### src/rtl/johnson_counter_gen.sv
// ---------------------------------------------------------------------------
// johnson_counter_gen
//
// Parametrised phase/sequence generator. Runs either as a Johnson
// (twisted-ring) counter with 2*WIDTH states, or as a one-hot ring counter
// with WIDTH states. Supports count enable, direction, parallel load with a
// legality check, a registered phase index, a wrap pulse and self-correction
// of illegal states.
//
// Parameters:
//   WIDTH    register width, >= 2
//   MODE     0 = Johnson, 1 = one-hot ring
//   PW       phase width, derived from WIDTH (leave at default)
//
// Ports:
//   clk      rising-edge clock
//   rst      synchronous active-high reset
//   en       count enable, one step per cycle
//   dir      0 = up (shift toward MSB), 1 = down (shift toward LSB)
//   load     parallel load request (wins over en)
//   load_val value written on load
//   q_out    counter state
//   phase    index of q_out in the count sequence, 0 = reset state
//   tc       one-cycle pulse after a count step that wrapped the sequence
//   err      one-cycle pulse after an illegal state was loaded or detected
// ---------------------------------------------------------------------------
module johnson_counter_gen #(
  parameter int WIDTH = 4,
  parameter int MODE  = 0,
  parameter int PW    = $clog2(2*WIDTH)
) (
  input  logic             clk,
  input  logic             rst,
  input  logic             en,
  input  logic             dir,
  input  logic             load,
  input  logic [WIDTH-1:0] load_val,
  output logic [WIDTH-1:0] q_out,
  output logic [PW-1:0]    phase,
  output logic             tc,
  output logic             err
);

  // Number of states in the sequence and the index of the last one.
  localparam int NumStates = (MODE == 1) ? WIDTH : 2*WIDTH;
  localparam logic [PW-1:0] LastPhase = PW'(NumStates - 1);

  // Reset code: all zeros for Johnson, a single one in bit 0 for ring.
  localparam logic [WIDTH-1:0] ResetCode = (MODE == 1) ? WIDTH'(1) : '0;

  logic [WIDTH-1:0] count_q, count_d;
  logic [PW-1:0]    phase_q, phase_d;
  logic             tc_q, tc_d;
  logic             err_q, err_d;

  // Number of ones in a code word.
  function automatic int popCount(input logic [WIDTH-1:0] v);
    int n;
    n = 0;
    for (int i = 0; i < WIDTH; i++) begin
      n = n + int'(v[i]);
    end
    return n;
  endfunction

  // A Johnson code is a single block of ones anchored at one end, so it
  // has at most one 0/1 boundary between adjacent bits. That gives exactly
  // 2 + 2*(WIDTH-1) = 2*WIDTH legal codes. A ring code has one bit set.
  function automatic logic isLegal(input logic [WIDTH-1:0] v);
    int edges;
    logic ok;
    edges = 0;
    if (MODE == 1) begin
      ok = (popCount(v) == 1);
    end else begin
      for (int i = 0; i < WIDTH-1; i++) begin
        if (v[i] != v[i+1]) begin
          edges = edges + 1;
        end
      end
      ok = (edges <= 1);
    end
    return ok;
  endfunction

  // Position of a legal code in the sequence. Johnson codes filling from
  // the LSB sit in the first half; codes emptying from the LSB sit in the
  // second half, counted back from 2*WIDTH.
  function automatic logic [PW-1:0] phaseOf(input logic [WIDTH-1:0] v);
    logic [PW-1:0] idx;
    idx = '0;
    if (MODE == 1) begin
      for (int i = 0; i < WIDTH; i++) begin
        if (v[i]) begin
          idx = PW'(i);
        end
      end
    end else if (v[0] || (v == '0)) begin
      idx = PW'(popCount(v));
    end else begin
      idx = PW'(2*WIDTH - popCount(v));
    end
    return idx;
  endfunction

  // One shift step. Johnson inverts the bit fed back around the ring.
  function automatic logic [WIDTH-1:0] stepCode(input logic [WIDTH-1:0] v,
                                                input logic down);
    logic [WIDTH-1:0] nxt;
    if (MODE == 1) begin
      nxt = down ? {v[0], v[WIDTH-1:1]} : {v[WIDTH-2:0], v[WIDTH-1]};
    end else begin
      nxt = down ? {~v[0], v[WIDTH-1:1]} : {v[WIDTH-2:0], ~v[WIDTH-1]};
    end
    return nxt;
  endfunction

  // Next-state logic. Load wins over counting. The phase follows the
  // count arithmetically, so wrap detection is a compare on the phase.
  // Any illegal state (bad load value or an upset register) is replaced
  // by the reset code with an err pulse.
  always_comb begin
    count_d = count_q;
    phase_d = phase_q;
    tc_d    = 1'b0;
    err_d   = 1'b0;
    if (load) begin
      if (isLegal(load_val)) begin
        count_d = load_val;
        phase_d = phaseOf(load_val);
      end else begin
        count_d = ResetCode;
        phase_d = '0;
        err_d   = 1'b1;
      end
    end else if (en) begin
      if (!isLegal(count_q)) begin
        count_d = ResetCode;
        phase_d = '0;
        err_d   = 1'b1;
      end else if (!dir) begin
        count_d = stepCode(count_q, 1'b0);
        if (phase_q == LastPhase) begin
          phase_d = '0;
          tc_d    = 1'b1;
        end else begin
          phase_d = phase_q + PW'(1);
        end
      end else begin
        count_d = stepCode(count_q, 1'b1);
        if (phase_q == '0) begin
          phase_d = LastPhase;
          tc_d    = 1'b1;
        end else begin
          phase_d = phase_q - PW'(1);
        end
      end
    end
  end

  // State register with synchronous reset.
  always_ff @(posedge clk) begin
    if (rst) begin
      count_q <= ResetCode;
      phase_q <= '0;
      tc_q    <= 1'b0;
      err_q   <= 1'b0;
    end else begin
      count_q <= count_d;
      phase_q <= phase_d;
      tc_q    <= tc_d;
      err_q   <= err_d;
    end
  end

  assign q_out = count_q;
  assign phase = phase_q;
  assign tc    = tc_q;
  assign err   = err_q;

endmodule

### config.mk
export PLATFORM = sky130hd
export DESIGN_NAME = johnson_counter_gen
export DESIGN_NICKNAME = d
export VERILOG_FILES = /design/src/rtl/johnson_counter_gen.sv
export SDC_FILE = /design/constraint.sdc
export NUM_CORES = 1
export LEC_CHECK = 0
export ABC_AREA = 1
export CAP_MARGIN = 30
export CORE_AREA = 4 4 48 50
export CTS_CLUSTER_SIZE = 12
export DETAILED_ROUTE_END_ITERATION = 7
export DIE_AREA = 0 0 52 54
export PLACE_DENSITY_LB_ADDON = 0.3
export SYNTH_ARGS = -nofsm -noshare
export SYNTH_HDL_FRONTEND = slang
export SYNTH_SLANG_ARGS = --single-unit
### constraint.sdc
create_clock -name clk -period 2.4 [get_ports clk]
set_input_delay 0.36 -clock clk [delete_from_list [all_inputs] [get_ports clk]]
set_output_delay 0.36 -clock clk [all_outputs]
set_load 0.02 [all_outputs]
==> impl_metrics.json <==
{
  "p_per_area_mw_per_mm2": 478,
  "dr.pass1.iters": 4,
  "critPathLaunchType": "input port",
  "setup_violations": 0,
  "antenna_left": 0,
  "synth_nets": 162,
  "end_kind": "register",
  "layout.cells.non_filler": 192,
  "drive_gt1_share_pct": 10.3,
  "drv_slew": 0,
  "num_vias": 936,
  "diodes": 0,
  "clockBufferDepth": 2,
  "crit_fanout": 2,
  "insertion_delay_ns": 0.27,
  "clock_skew_ns": 0.0103,
  "critPathKind": "input port to register",
  "drcViolationCount": 0,
  "hp-start": "phase[1]",
  "critPathArrivalTime_ns": 2.24,
  "critPathRequiredTime_ns": 2.58,
  "tritoncts": "yes",
  "period_needed_ns": 2.06,
  "fillCellCount": 178,
  "grt_setup_unrepaired": "false",
  "htreeDepth": 1,
  "vias_per_cell": 4.88,
  "grt_max_degree": 14,
  "grt_overflow": 0,
  "drt-total-wl_mm": 2.02,
  "wl_per_cell_um": 10.5,
  "avgSynthCellArea_um2": 6.28,
  "io_pins": 18,
  "grt_use_total_pct": 16.3,
  "die-area_mm2": 0.00281,
  "ys_warn_count": 0,
  "std_cell_rows": 16,
  "max_freq_mhz": 485,
  "setup_tns_ns": 0,
  "cts.sinks": 9,
  "ir_drop_mv": 0.239,
  "hold_viol_final": 0,
  "power_mw": 0.550,
  "clk_pin_slew_ns": 0.07,
  "gp_congestion": 0.880,
  "period_share_pct": 85.9,
  "power.leakage_nw": 0.628,
  "die_h_um": 54,
  "rr_worst_depth": 7,
  "synth_cells": 141,
  "ys_types": 18,
  "area_growth_syn_to_layout_pct": 29.8,
  "core-area_mm2": 0.00190,
  "die_width_um": 52,
  "whs_path_depth": 2,
  "status": "finished clean",
  "finalInstanceArea_mm2": 0.00115,
  "drt-initial-drc-count": 20,
  "hp-class": "register to register",
  "holdPathEnd": "phase[1]",
  "relSlewSlack_pct": 79.3,
  "detailed_place_hpwl_mm": 1.64,
  "place_inst": 188,
  "nets": 187,
  "root_buffer": "clkbuf_4",
  "grt_pass1_wl_mm": 3.46,
  "r2r_start": "q_out[1]",
  "io_buffers": 17,
  "ys_seq_area_share_pct": 20.3,
  "cts_hold_buf": 0,
  "synth_seq_cells": 9,
  "r2r-end": "q_out[0]",
  "cap_violations": 0,
  "initial_core_util_pct": 46.6,
  "antenna_found_initial": 0,
  "cts_buffers": 3,
  "worst-slew-pin-transition_ns": 0.310,
  "place_area_mm2": 0.00111,
  "r2r_setup_slack_ns": 0.74,
  "grt_pass1_vias": 860,
  "netlist_area_um2": 886
}
[flip-flops by register name, indices dropped and copies added (netlist names)]
register and cells:
err 1, phase 3, q_out 4, tc 1
[cell usage in the layout (no fill, tap or decap)]
| cell | count |
|---|---|
| nand3b_2 | 1 |
| ha_1 | 11 |
| xnor2_1 | 1 |
| clkbuf_4 | 3 |
| clkinv_2 | 1 |
| or2_1 | 1 |
| nand2_2 | 4 |
| inv_1 | 28 |
| nand3_1 | 17 |
| nand2_4 | 1 |
| dlymetal6s2s_1 | 3 |
| a21oi_1 | 12 |
| inv_4 | 1 |
| clkdlybuf4s50_1 | 14 |
| inv_2 | 2 |
| fa_1 | 1 |
| buf_4 | 4 |
| xor2_1 | 2 |
| o21ai_0 | 12 |
| nand2_1 | 31 |
| nor2_1 | 6 |
| dfxtp_1 | 9 |
[where the power goes]
part	leakage [nW]	switching, mW	internal, mW
clock	0.0177	0.0607	0.0616
sequential	0.0743	0.0185	0.164
combinational	0.536	0.135	0.110
[cell type report]
type,count,area (um2),share of cell area (%)
repair buffers,21,208,18.1
inverters,31,119,10.3
flip-flops and latches,9,180,15.7
multi-input cells,100,582,50.6
clock buffers,3,22.5,1.96
clock inverters,1,5.00,0.435
well taps,27,33.8,2.94
[routing by layer]
layer	up-vias	routed length (um)	part of all wire (%)	GRT usage [%]
met4	0	41	2.0	6.55
met3	7	75	3.7	3.05
met2	21	989	49	30.8
li1	493	-	-	-
met5	-	0	0	0
met1	415	916	45	17.7
[Yosys cell counts]
cell type	count	share of area [%]
nand2_2	4	2.8
o21ai_0	12	6.8
nand2_4	1	1.3
inv_2	2	0.85
nand3b_2	1	1.3
nand2_1	31	13
inv_4	1	0.71
buf_2	1	0.56
nor2_1	6	2.5
xnor2_1	1	0.99
a21oi_1	12	6.8
dfxtp_1	9	20
or2_1	1	0.71
nand3_1	17	9.6
inv_1	28	12
fa_1	1	2.3
xor2_1	2	2.0
ha_1	11	16
[worst max path at each step]
| stage | from | end | slack (ns) | cells after the start |
|---|---|---|---|---|
| floorplan | load_val[0] | phase[2] | 0.36 | 15 |
| global placement | load_val[0] | phase[2] | -0.19 | 16 |
| detailed placement | load_val[0] | phase[2] | -0.28 | 16 |
| CTS | load_val[0] | phase[2] | 0.0004 | 16 |
| global route | load_val[0] | phase[2] | 0.17 | 16 |
| finish | load_val[0] | phase[2] | 0.34 | 16 |
[worst max-delay path, stage by stage]
cell and delay [ns]:
dlymetal6s2s_1 0.15, fa_1 0.49, ha_1 0.20, ha_1 0.27
inv_1 0.06, ha_1 0.21, inv_1 0.05, nand2_1 0.04
nand2_1 0.06, nand2_1 0.05, nand2_1 0.05, inv_1 0.04
nand2_1 0.05, nand3_1 0.07, nand2_1 0.06, inv_1 0.03
[kinds of logic (layout without fill, tap and decap cells)]
kind of cell | after synthesis | count (layout) | share of synthesized area [%]
AO/OA/AOI/OAI | 24 | 24 | 13.6
XOR/XNOR | 3 | 3 | 2.97
adder cells (fa/ha/maj) | 12 | 12 | 17.8
buffers and inverters | 32 | 56 | 14.0
flip-flops | 9 | 9 | 20.3
AND/OR/NAND/NOR | 61 | 61 | 31.4
[stage by stage]
stage / util (%) / hold slack (ns) / setup WS (ns)
2_1_floorplan: - / 0.502 / 0.355
3_5_place_dp: 58.6 / 0.598 / -0.277
6_report: 60.5 / 0.609 / 0.338
4_1_cts: 60.1 / 0.609 / 0.000449
5_1_grt: 60.5 / 0.660 / 0.172
3_3_place_gp: 58.6 / 0.584 / -0.187
[what timing repair did]
action	in CTS	in global routing
hold endpoints to repair	0	0
endpoints found under the setup margin	0	2
resized for setup	0	3
setup buffers	0	0
(Power assumes the default switching activity.)
